### config.mk
export PLATFORM = sky130hd
export DESIGN_NAME = dsrcd_load
export DESIGN_NICKNAME = d
export VERILOG_FILES = /design/src/rtl/dsrcd_load.sv
export SDC_FILE = /design/constraint.sdc
export NUM_CORES = 1
export LEC_CHECK = 0
export BUFFER_PORTS_ARGS = -buffer_cell sky130_fd_sc_hd__buf_2
export CAP_MARGIN = 20
export CORE_UTILIZATION = 50
export CTS_BUF_LIST = sky130_fd_sc_hd__clkbuf_4 sky130_fd_sc_hd__clkbuf_8 sky130_fd_sc_hd__clkbuf_16
export DETAILED_ROUTE_END_ITERATION = 10
export GPL_TIMING_DRIVEN = 1
export PLACE_DENSITY = 0.84
export RECOVER_POWER = 50
export SYNTH_ARGS = -nofsm -noshare
export SYNTH_HDL_FRONTEND = slang
export SYNTH_SLANG_ARGS = --single-unit
### constraint.sdc
create_clock -name sys_clk -period 2.8 [get_ports sys_clk]
set_input_delay 0.14 -clock sys_clk [delete_from_list [all_inputs] [get_ports sys_clk]]
set_output_delay 0.14 -clock sys_clk [all_outputs]
set_load 0.03 [all_outputs]
### src/rtl/dsrcd_load.sv
// dsrcd_load: gathers two 32-bit source beats into one 64-bit phrase,
// {srcdhi, srcdlo}, for the adder B operand. It also holds the intensity and Z
// increment registers.
// Optional feature: define DSRCD_GOURAUD_EN to enable per-pixel intensity
// stepping. When enabled, a step adds iinc[15:0] to each of the four 16-bit
// lanes of a full phrase. When the macro is undefined, gour_step is ignored
// and no lane adders exist.
module dsrcd_load (
    input  logic        sys_clk,
    input  logic        reset,
    input  logic [31:0] din,
    input  logic        din_valid,
    output logic        din_ready,
    input  logic        reg_we,
    input  logic        reg_sel,
    input  logic [31:0] reg_d,
    output logic        phrase_valid,
    input  logic        phrase_take,
    input  logic        gour_step,
    output logic [31:0] srcdlo,
    output logic [31:0] srcdhi,
    output logic [31:0] iinc,
    output logic [31:0] zinc
);

    typedef enum logic [1:0] {
        EMPTY = 2'd0,
        HALF  = 2'd1,
        FULL  = 2'd2
    } state_t;

    state_t      state_r;
    logic        din_ready_r;
    logic        phrase_valid_r;
    logic [31:0] srcdlo_r;
    logic [31:0] srcdhi_r;
    logic [31:0] iinc_r;
    logic [31:0] zinc_r;
    logic        beat_s;

`ifdef DSRCD_GOURAUD_EN
    // Adds one increment to each 16-bit lane. Each sum is truncated to 16 bits,
    // so a carry never crosses into the next lane.
    function automatic logic [63:0] lane_add(input logic [63:0] phrase,
                                             input logic [15:0] inc);
        logic [63:0] sum;
        sum[15:0]  = phrase[15:0]  + inc;
        sum[31:16] = phrase[31:16] + inc;
        sum[47:32] = phrase[47:32] + inc;
        sum[63:48] = phrase[63:48] + inc;
        return sum;
    endfunction

    logic [63:0] stepped_s;
    assign stepped_s = lane_add({srcdhi_r, srcdlo_r}, iinc_r[15:0]);
`else
    logic gour_step_unused_s;
    assign gour_step_unused_s = gour_step;
`endif

    // A beat moves only when it is offered and the block can take it.
    assign beat_s = din_valid & din_ready_r;

    // Phrase assembly FSM. It also keeps the increment registers and the
    // registered handshake outputs.
    always_ff @(posedge sys_clk) begin
        if (reset) begin
            state_r        <= EMPTY;
            din_ready_r    <= 1'b1;
            phrase_valid_r <= 1'b0;
            srcdlo_r       <= 32'h0000_0000;
            srcdhi_r       <= 32'h0000_0000;
            iinc_r         <= 32'h0000_0000;
            zinc_r         <= 32'h0000_0000;
        end else begin
            // Register writes are honoured in every state. A step in the same
            // cycle still sees the old iinc_r, because that is the value
            // present before the edge.
            if (reg_we) begin
                if (reg_sel) begin
                    zinc_r <= reg_d;
                end else begin
                    iinc_r <= reg_d;
                end
            end

            case (state_r)
                EMPTY: begin
                    if (beat_s) begin
                        srcdlo_r       <= din;
                        state_r        <= HALF;
                        din_ready_r    <= 1'b1;
                        phrase_valid_r <= 1'b0;
                    end
                end
                HALF: begin
                    if (beat_s) begin
                        srcdhi_r       <= din;
                        state_r        <= FULL;
                        din_ready_r    <= 1'b0;
                        phrase_valid_r <= 1'b1;
                    end
                end
                FULL: begin
                    // A take wins over a step. The phrase halves keep their
                    // values until new beats overwrite them.
                    if (phrase_take) begin
                        state_r        <= EMPTY;
                        din_ready_r    <= 1'b1;
                        phrase_valid_r <= 1'b0;
`ifdef DSRCD_GOURAUD_EN
                    end else if (gour_step) begin
                        srcdlo_r <= stepped_s[31:0];
                        srcdhi_r <= stepped_s[63:32];
`endif
                    end
                end
                default: begin
                    state_r        <= EMPTY;
                    din_ready_r    <= 1'b1;
                    phrase_valid_r <= 1'b0;
                end
            endcase
        end
    end

    assign din_ready    = din_ready_r;
    assign phrase_valid = phrase_valid_r;
    assign srcdlo       = srcdlo_r;
    assign srcdhi       = srcdhi_r;
    assign iinc         = iinc_r;
    assign zinc         = zinc_r;

endmodule

==> metrics <==
status=finished with violations; violated checks=DRC; part of the power in registers=between 40% and 50%; Seq/Total Area, Yosys=57.2%; RR Endpoint=srcdlo[2]; leakage power=roughly 0.0028 uW; r2r startpoint=din_ready; row count=34; R2R depth=4; register area=2640 sq um; met3 WL post-DR=about 840 microns; Yosys Warn Count=0; Net Sw Power=between 1000 and 1500 uW; crit end category=flop; Slew @ Worst Pin=1.34 ns; Clock power frac=about 45%; Die Y=about 100 microns; first-pass GRT wire length=approximately 22,000 microns; grt ovf=0; clk root buf=clkbuf_8; Final ANT Viol Nets=0; metal2 WL=~7500 microns; slowest CP cell=clkbuf_2; TritonCTS Buffers=17; Distinct cells, synth=22; Worst Clk Skew=0.00871 ns; GPL Wtd Cong=between 0.8 and 0.9; min cycle time layout=about 2.1 ns; NumNets Final=900; # DRC=13; critical path's largest stage delay=about 1.1 ns; crit share post-route=74.3%; WS Path Type=in -> reg; post-CTS resize count=0; crit path launch type=input port; Mapped Avg Cell Area=~7.9 sq um; CP required=roughly 3.1 ns; Multi-input gate area=1740 sq um; via count=~4,900; setup ws final=0.719 ns; Relative slew margins=about a tenth; DP HPWL=8590 microns; GR Util All Layers=29.1%; CP arrival=2.40 ns; crit path max fanout=69; Comb power frac=15.0%; Switching Fraction=a little over a quarter; setup tns final=0 ns; RSZ-0062 raised after global routing=no; register bit count reported by yosys=between 100 and 150; Hold Startpoint=din_valid; Slew Viols, Final=0; clk slew on worst S/H paths=0.06 ns; Cells after Synth=~580; Hold Path Class=in -> reg; drt wl/cell=around 15 microns; die width=98.1 microns; DRC marker count from the first detailed-route iteration=235; Vias/cell=roughly 5.2; clock buffer depth=2; number of antenna cells inserted=0; # fillers=between 600 and 700; crit path from=reset; Detailed Route WL=14,200 microns; Top Metal Used=met4; placed cells=853; most frequent cell on the critical path=clkbuf_2; I/O Pins=around 200; initial core utilization=between 50% and 60%; final setup fails=0; fin cells=950; max cap viols=0; CTS Sinks=~130; pre-CTS WS=approximately 0.93 ns; clk_lat worst skew=approximately 0.5 ns; Mapped Area=between 4000 and 5000 sq um; peak supply drop=0.446 mV; Core ar.=8850 sq um; M1 WL=approximately 5400 microns; Hold Path Depth=4; Detailed Routing Iterations Pass 1=8; CP Cell Sequence=clkbuf_2 > clkbuf_2 > a21oi_1; power per standard cell area=roughly 760 nW/um^2; pin count of the biggest net entering global routing=70; initial antenna violation count=0; Port-buffer cells=between 150 and 200; area grow syn2layout=46.5%; final hold violation count=0; fraction of layout cells with a size suffix above 1=approximately a fifth; r2r setup slk=0.90 ns; Hold Crit Endpoint=din_ready; CTS tree=done; H-tree depth=4; Synth Net Count=between 600 and 700; P_int=approximately 3700 uW; vias in the first global route=4,873; Max Freq=481 MHz; die area=just under 10,000 sq um
[cells in the mapped netlist, drive strengths merged]
master   count  area [sq um]
buf         28           174
and4b        1          10.0
nand2b       2          12.5
nor2b        1          6.26
nor3         1          5.00
nor2         2          7.51
clkbuf      17          63.8
and2         1          6.26
and4bb       1          12.5
nand4bb      1          11.3
nand4b       1          8.76
dfxtp      132          2640
a21oi      130           651
nand2      258           968
nand3b       1          7.51
xor2         1          8.76
o21a         1          7.51
nor3b        1          7.51
o21ai        2          10.0
[worst max path at each step]
stage | depth (start not counted) | endpoint | slack [ns]
final | 3 | srcdhi[29] | 0.72
after global routing | 3 | state_r[1] | 0.60
after CTS | 4 | srcdlo[2] | 0.96
after detailed placement | 4 | srcdlo[2] | 0.93
after global placement | 4 | srcdlo[4] | 1.03
after floorplan | 5 | srcdhi[22] | 1.50
[cell type report]
class / count / share of cell area [%]
clock inverters: 12 / 2.64
flip-flops and latches: 132 / 39.0
clock buffers: 20 / 6.63
repair buffers: 273 / 24.0
well taps: 108 / 2.00
multi-input cells: 405 / 25.7
[placed cells by master, fill, tap and decap left out, types with 2 or more instances in the layout]
master / netlist / final
nand2_1: 258 / 258
dfxtp_1: 132 / 132
buf_2: 16 / 132
a21oi_1: 130 / 130
clkbuf_1: 17 / 67
dlygate4sd3_1: 0 / 65
clkbuf_16: 0 / 16
buf_4: 1 / 7
bufinv_16: 0 / 4
clkbuf_8: 0 / 3
clkinvlp_4: 0 / 3
clkinv_4: 0 / 3
nand2b_1: 2 / 2
nor2_1: 2 / 2
o21ai_0: 2 / 2
clkinv_2: 0 / 2
clkbuf_2: 0 / 2
[metal layers]
layer	vias to the layer above	track usage, %
met5	-	0
met4	0	16.2
met3	43	6.59
met2	215	52.7
met1	2311	31.4
li1	2369	-
[state kept, by name, indices dropped and copies added, names as in the netlist]
register,cells
srcdlo,32
din_ready,1
srcdhi,32
phrase_valid,1
iinc,32
state_r,2
zinc,32
[power groups by stage]
stage          logic (uW)  registers (uW)  clock network (uW)
6_report              770            2060                2310
5_1_grt               824            2070                2420
2_1_floorplan         273            2310                   0
4_1_cts               779            2050                2340
3_5_place_dp          706            2090                   0
3_3_place_gp          687            2080                   0
[worst max-delay path: cells and delay by family]
| family | cells | cell delay (ns) |
|---|---|---|
| buffers and inverters | 2 | 2.04 |
| AO/OA/AOI/OAI | 1 | 0.15 |
[logic make-up (layout without fill, tap and decap cells)]
kind of cell / count (synthesis) / count (layout) / synth area share (%)
compound gates: 133 / 133 / 14.5
xor+xnor: 1 / 1 / 0.190
buf+inv: 45 / 305 / 5.14
flops: 132 / 132 / 57.2
simple gates: 271 / 271 / 23.0
[stage by stage]
| stage | area [sq um] | utilization (%) | hold WS, ns | power (uW) |
|---|---|---|---|---|
| 3_5_place_dp | 5600 | 63.3 | 0.397 | 2800 |
| 4_1_cts | 6880 | 77.7 | 0.00228 | 5170 |
| 2_1_floorplan | 4620 | - | 0.276 | 2580 |
| 3_3_place_gp | 5600 | 63.3 | 0.392 | 2770 |
| 6_report | 6770 | 76.5 | 0.0426 | 5140 |
| 5_1_grt | 6770 | 76.5 | 0.0891 | 5310 |
[what timing repair did]
action	CTS	global route
hold buffers	65	0
hold endpoints to repair	130	0
buffers inserted	0	0
Power figures use the tool's default switching activity.
